$ cat src/rtl/usb_device_fsm.sv
// usb_device_fsm: USB device-side transaction controller.
// Handles OUT (page latch / memory write) and IN (memory read with retries).
module usb_device_fsm #(
   parameter int TIMEOUT   = 255,
   parameter int MAX_RETRY = 8
) (
   input  logic        clock,
   input  logic        reset_n,
   input  logic        rec_OUT,
   input  logic        rec_IN,
   input  logic [3:0]  rec_endp,
   input  logic        rec_DATA0,
   input  logic        data_valid,
   input  logic [63:0] data_rec,
   input  logic        rec_ACK,
   input  logic        rec_NAK,
   input  logic        sent,
   output logic        send_DATA0,
   output logic        send_ACK,
   output logic        send_NAK,
   output logic [63:0] tx_data,
   output logic        sending,
   output logic [15:0] mem_addr,
   output logic [63:0] mem_wdata,
   output logic        mem_we,
   output logic        mem_re,
   input  logic [63:0] mem_rdata,
   output logic        addr_valid,
   output logic        write_done,
   output logic        read_done,
   output logic        read_fail
);

   localparam logic [2:0] S_IDLE     = 3'd0;
   localparam logic [2:0] S_OUT_WAIT = 3'd1;
   localparam logic [2:0] S_OUT_ACK  = 3'd2;
   localparam logic [2:0] S_OUT_NAK  = 3'd3;
   localparam logic [2:0] S_IN_RD    = 3'd4;
   localparam logic [2:0] S_IN_DATA  = 3'd5;
   localparam logic [2:0] S_IN_HS    = 3'd6;
   localparam logic [2:0] S_IN_NAK   = 3'd7;

   localparam logic [7:0] L_TMO  = 8'(TIMEOUT);
   localparam logic [3:0] L_RMAX = 4'(MAX_RETRY);
   localparam logic [3:0] L_EP_A = 4'd4;
   localparam logic [3:0] L_EP_D = 4'd8;

   logic [2:0]  r_state;
   logic [3:0]  r_endp;
   logic [7:0]  r_tmo;
   logic [3:0]  r_retry;
   logic [15:0] r_mem_addr;
   logic [63:0] r_mem_wdata;
   logic [63:0] r_tx_data;
   logic        r_addr_valid;
   logic        r_send_d0;
   logic        r_send_ack;
   logic        r_send_nak;
   logic        r_sending;
   logic        r_mem_we;
   logic        r_mem_re;
   logic        r_read_done;
   logic        r_read_fail;

   logic        w_out_ep;
   logic        w_tmo_exp;
   logic        w_hs_ack;
   logic [7:0]  w_tmo_inc;

   assign w_out_ep  = (rec_endp == L_EP_A) || (rec_endp == L_EP_D);
   assign w_tmo_exp = (r_tmo == L_TMO);
   assign w_hs_ack  = rec_ACK && !rec_NAK;
   assign w_tmo_inc = (r_tmo == 8'hFF) ? r_tmo : r_tmo + 8'd1;

   // Transaction sequencer: state, counters, latched data and pulse requests
   always_ff @(posedge clock or negedge reset_n) begin
      if (!reset_n) begin
         r_state      <= S_IDLE;
         r_endp       <= 4'd0;
         r_tmo        <= 8'd0;
         r_retry      <= 4'd0;
         r_mem_addr   <= 16'd0;
         r_mem_wdata  <= 64'd0;
         r_tx_data    <= 64'd0;
         r_addr_valid <= 1'b0;
         r_send_d0    <= 1'b0;
         r_send_ack   <= 1'b0;
         r_send_nak   <= 1'b0;
         r_sending    <= 1'b0;
         r_mem_we     <= 1'b0;
         r_mem_re     <= 1'b0;
         r_read_done  <= 1'b0;
         r_read_fail  <= 1'b0;
      end else begin
         r_send_d0   <= 1'b0;
         r_send_ack  <= 1'b0;
         r_send_nak  <= 1'b0;
         r_mem_we    <= 1'b0;
         r_mem_re    <= 1'b0;
         r_read_done <= 1'b0;
         r_read_fail <= 1'b0;
         r_tmo       <= w_tmo_inc;
         case (r_state)
            S_IDLE: begin
               if (rec_OUT && w_out_ep) begin
                  r_endp  <= rec_endp;
                  r_tmo   <= 8'd0;
                  r_state <= S_OUT_WAIT;
               end else if (rec_IN && rec_endp == L_EP_D) begin
                  r_endp <= rec_endp;
                  r_tmo  <= 8'd0;
                  if (r_addr_valid) begin
                     r_mem_re <= 1'b1;
                     r_state  <= S_IN_RD;
                  end else begin
                     r_send_nak <= 1'b1;
                     r_sending  <= 1'b1;
                     r_state    <= S_IN_NAK;
                  end
               end
            end
            S_OUT_WAIT: begin
               if (rec_DATA0) begin
                  r_tmo     <= 8'd0;
                  r_sending <= 1'b1;
                  if (!data_valid) begin
                     r_send_nak <= 1'b1;
                     r_state    <= S_OUT_NAK;
                  end else if (r_endp == L_EP_A) begin
                     r_mem_addr   <= data_rec[63:48];
                     r_addr_valid <= 1'b1;
                     r_send_ack   <= 1'b1;
                     r_state      <= S_OUT_ACK;
                  end else if (r_addr_valid) begin
                     r_mem_wdata <= data_rec;
                     r_mem_we    <= 1'b1;
                     r_send_ack  <= 1'b1;
                     r_state     <= S_OUT_ACK;
                  end else begin
                     r_send_nak <= 1'b1;
                     r_state    <= S_OUT_NAK;
                  end
               end else if (w_tmo_exp) begin
                  r_tmo   <= 8'd0;
                  r_state <= S_IDLE;
               end
            end
            S_OUT_ACK, S_OUT_NAK, S_IN_NAK: begin
               if (sent) begin
                  r_sending <= 1'b0;
                  r_tmo     <= 8'd0;
                  r_state   <= S_IDLE;
               end
            end
            S_IN_RD: begin
               // first cycle issues the read; read data arrives one cycle later
               if (!r_mem_re) begin
                  r_tx_data <= mem_rdata;
                  r_retry   <= 4'd1;
                  r_send_d0 <= 1'b1;
                  r_sending <= 1'b1;
                  r_tmo     <= 8'd0;
                  r_state   <= S_IN_DATA;
               end
            end
            S_IN_DATA: begin
               if (sent) begin
                  r_sending <= 1'b0;
                  r_tmo     <= 8'd0;
                  r_state   <= S_IN_HS;
               end
            end
            S_IN_HS: begin
               if (w_hs_ack) begin
                  r_read_done <= 1'b1;
                  r_tmo       <= 8'd0;
                  r_state     <= S_IDLE;
               end else if (rec_NAK || w_tmo_exp) begin
                  r_tmo <= 8'd0;
                  if (r_retry < L_RMAX) begin
                     r_retry   <= r_retry + 4'd1;
                     r_send_d0 <= 1'b1;
                     r_sending <= 1'b1;
                     r_state   <= S_IN_DATA;
                  end else begin
                     r_read_fail <= 1'b1;
                     r_state     <= S_IDLE;
                  end
               end
            end
            default: begin
               r_state <= S_IDLE;
            end
         endcase
      end
   end

   assign write_done = (r_state == S_OUT_ACK) && sent && (r_endp == L_EP_D);
   assign send_DATA0 = r_send_d0;
   assign send_ACK   = r_send_ack;
   assign send_NAK   = r_send_nak;
   assign tx_data    = r_tx_data;
   assign sending    = r_sending;
   assign mem_addr   = r_mem_addr;
   assign mem_wdata  = r_mem_wdata;
   assign mem_we     = r_mem_we;
   assign mem_re     = r_mem_re;
   assign addr_valid = r_addr_valid;
   assign read_done  = r_read_done;
   assign read_fail  = r_read_fail;

endmodule

$ cat config.mk
export PLATFORM = sky130hd
export DESIGN_NAME = usb_device_fsm
export DESIGN_NICKNAME = d
export VERILOG_FILES = /design/src/rtl/usb_device_fsm.sv
export SDC_FILE = /design/constraint.sdc
export NUM_CORES = 1
export LEC_CHECK = 0
export CAP_MARGIN = 5
export CORE_MARGIN = 3
export CORE_UTILIZATION = 38
export DETAILED_ROUTE_END_ITERATION = 6
export GPL_TIMING_DRIVEN = 1
export PLACE_DENSITY = 0.76
export SLEW_MARGIN = 10
export SYNTH_ARGS = -nofsm -noshare
export SYNTH_HDL_FRONTEND = slang
export SYNTH_SLANG_ARGS = --single-unit
$ cat constraint.sdc
create_clock -name clock -period 1.95 [get_ports clock]
set_input_delay 0.585 -clock clock [delete_from_list [all_inputs] [get_ports clock]]
set_output_delay 0.585 -clock clock [all_outputs]
set_load 0.05 [all_outputs]
==> flow_metrics.tcl <==
set metrics [dict create \
    cts_sinks 172 \
    fill_cells 1463 \
    synth_area_leaders "dfrtp_1, mux2_2, nand2_1" \
    async_flop_share_pct 100 \
    violations "setup timing" \
    grt_max_degree 62 \
    gp_congestion 0.832 \
    ir_drop_mv 1.12 \
    dieArea_sq_um 19800 \
    critPathMaxFanout 2 \
    post-cts-setup-buffers 0 \
    totalWireLength_um 18900 \
    end_kind "output pin" \
    routed-via-count 5491 \
    die_h_um 141 \
    period_share_pct 119 \
    power_frac_clock_pct 17.9 \
    maxCapViolCount 0 \
    synth.distinct_cells 56 \
    max_stage_delay_ns 0.56 \
    root_buffer "clkbuf_16" \
    drtIter0Drc 230 \
    grt_first_pass_wirelength_um 29400 \
    tightest_slew_ns 0.348 \
    yosysMostFrequentCell "nand2_1" \
    drc 0 \
    status "finished with violations" \
    finalCriticalPeriod_ns 2.33 \
    antenna_found_initial 0 \
    hold_slack_ns 0.0337 \
    power_frac_seq_pct 29.5 \
    yosys.area.top_type_share_pct 62.4 \
    synth_top_area_cell "dfrtp_1" \
    leakagePower_nw 5.28 \
    insertion_delay_ns 0.42 \
    cts_tree "built" \
    fin_nets 1064 \
    num_rows 48 \
    io_buffer_count 294 \
    netlist_instances 593 \
    dr.pass1.iters 4 \
    netlist_area_sq_um 6900 \
    globalRouteTotalUtil_pct 18.8 \
    synth-seq-cells 172 \
    hp-class "in -> async" \
    crit_type "reg -> out" \
    hpwlAfterDp_um 14300 \
    pre_cts_slack_ns -0.386 \
    cp.arrival_ns 1.74 \
    internal_power_mw 10.6 \
    ant_nets 0 \
    total_power_mw 19.7 \
    drive_above_1_share_pct 34.3 \
    htreeDepth 4 \
    cts.clk_slew.worst_paths_ns 0.06 \
    finClkSkew_ns 0.00727 \
    yosys-top-cells-count "nand2_1, dfrtp_1, mux2_2" \
    cellPowerDensity_nw_per_um2 1850 \
    maxClockFrequency_ghz 0.430 \
    grt_pass1_vias 5559 \
    cp_slowest_cell "or4_4" \
    initial_core_util_pct 39.3 \
    rsz0062_at_grt "true" \
    num_antenna_cells 0 \
    critPathTopFamily "simple AND/OR/NAND/NOR gates" \
    coreArea_sq_um 17500 \
    cts-buffers-inserted 17 \
    avgSynthCellArea_sq_um 11.6 \
    synth_edf_count 0 \
    syn-num-nets 737 \
    avgViaCountPerCell 4.75 \
    start_kind "flop" \
    timing.final.hold_violations 0 \
    die_x_um 141 \
    cp_cell_sequence "or4_4 > nor4_4 > buf_12" \
    yosysWarnings 0 \
    report.final.slew_viol_count 0 \
    setup_slack_ns -0.378 \
    post_drt_wl_per_cell_um 16.3 \
    ys.flop_type "dfrtp_1" \
    syn_to_final_growth_pct 54.8 \
    combinationalPowerShare_pct 52.6 \
    path_buf_inv 1 \
    io_pins 295 \
    cts_buffer_depth 2 \
    p_sw_mw 9.08 \
    slew_headroom_pct 76.2 \
    finalSetupViolCount 1 \
    swShare_pct 46.1 \
    dp.cells 1126 \
    grt.overflow.total 0 \
    fin_cells 1157 \
    ctsHoldBuffers 0 \
    ys_seq_area_share_pct 62.4 \
    cp_data_required_time_ns 1.36 \
]
[flip-flops by register name, summed over array words and instances, names as in the netlist, 3 cells and up]
signal	flops
r_tmo	8
r_state	3
r_retry	4
mem_addr	16
tx_data	64
mem_wdata	64
r_endp	4
[area by class of cell]
| class | count | area [sq um] | share of cell area (%) |
|---|---|---|---|
| clock buffers | 19 | 453 | 4.24 |
| clock inverters | 12 | 161 | 1.51 |
| inverters | 8 | 30.0 | 0.281 |
| multi-input cells | 385 | 2450 | 22.9 |
| flip-flops and latches | 172 | 4300 | 40.3 |
| well taps | 225 | 282 | 2.64 |
| repair buffers | 336 | 3000 | 28.1 |
[layout by cell type (no fill, tap or decap), drive strengths merged, types with 3 or more instances in the layout]
cell type	count
nand2	199
buf	197
dfrtp	172
clkdlybuf4s50	139
mux2	81
clkbuf	19
nor2	13
inv	12
a21oi	10
nor3	9
o21ai	7
nand3	5
xor2	4
nor2b	4
and3	4
nor4b	3
ha	3
bufinv	3
nor4	3
a41oi	3
and2	3
or4	3
clkinv	3
[power groups by stage]
stage	clock network (mW)	logic, mW	registers [mW]
floorplan	0	2.29	10.5
global placement	0	10.3	5.81
detailed placement	0	10.5	5.87
CTS	3.62	10.5	5.82
global route	3.78	10.8	6.02
finish	3.52	10.4	5.81
[worst paths after layout]
path	from	endpoint	slack [ns]	cells after the start
min reg2reg	mem_wdata[25]	mem_wdata[25]	0.47	2
min	reset_n	tx_data[43]	0.03	1
max	r_state[2]	write_done	-0.38	3
min in group clock	mem_wdata[25]	mem_wdata[25]	0.47	2
max reg2reg	r_tmo[0]	r_tmo[7]	0.12	7
max in group asynchronous	reset_n	tx_data[63]	1.29	2
[metal layers]
layer  vias to the layer above  GRT usage [%]  part of all wire, %
li1                       2625              -                    -
met2                       197           31.1                   49
met4                         0           6.94                  2.3
met1                      2640           22.1                   39
met5                         -              0                    0
met3                        29           7.43                  9.2
[cells by family after synthesis]
| group | after synthesis | share of synthesized area (%) |
|---|---|---|
| and+or+nand+nor | 260 | 16.7 |
| DFF | 172 | 62.4 |
| muxes | 83 | 13.5 |
| buffers and inverters | 36 | 2.59 |
| AOI/OAI and AO/OA | 33 | 3.46 |
| xor gates and xnor gates | 6 | 0.762 |
| adders and majority gates | 3 | 0.544 |
[through the flow]
step / utilization [%] / TNS [ns] / instance area (sq um)
2_1_floorplan: - / -0.262 / 6930
3_3_place_gp: 57.3 / -24.98 / 10000
3_5_place_dp: 57.3 / -24.55 / 10000
4_1_cts: 60.8 / -0.411 / 10700
5_1_grt: 60.9 / -0.437 / 10700
6_report: 60.9 / -0.378 / 10700
[what timing repair did]
item                                   CTS  global route
endpoints found under the hold margin    0             0
pin swaps                                0             1
setup endpoints to repair                1             6
gates cloned                             0             0
gates resized for setup                  0             2
No activity file was read; power rests on OpenSTA's default activity.
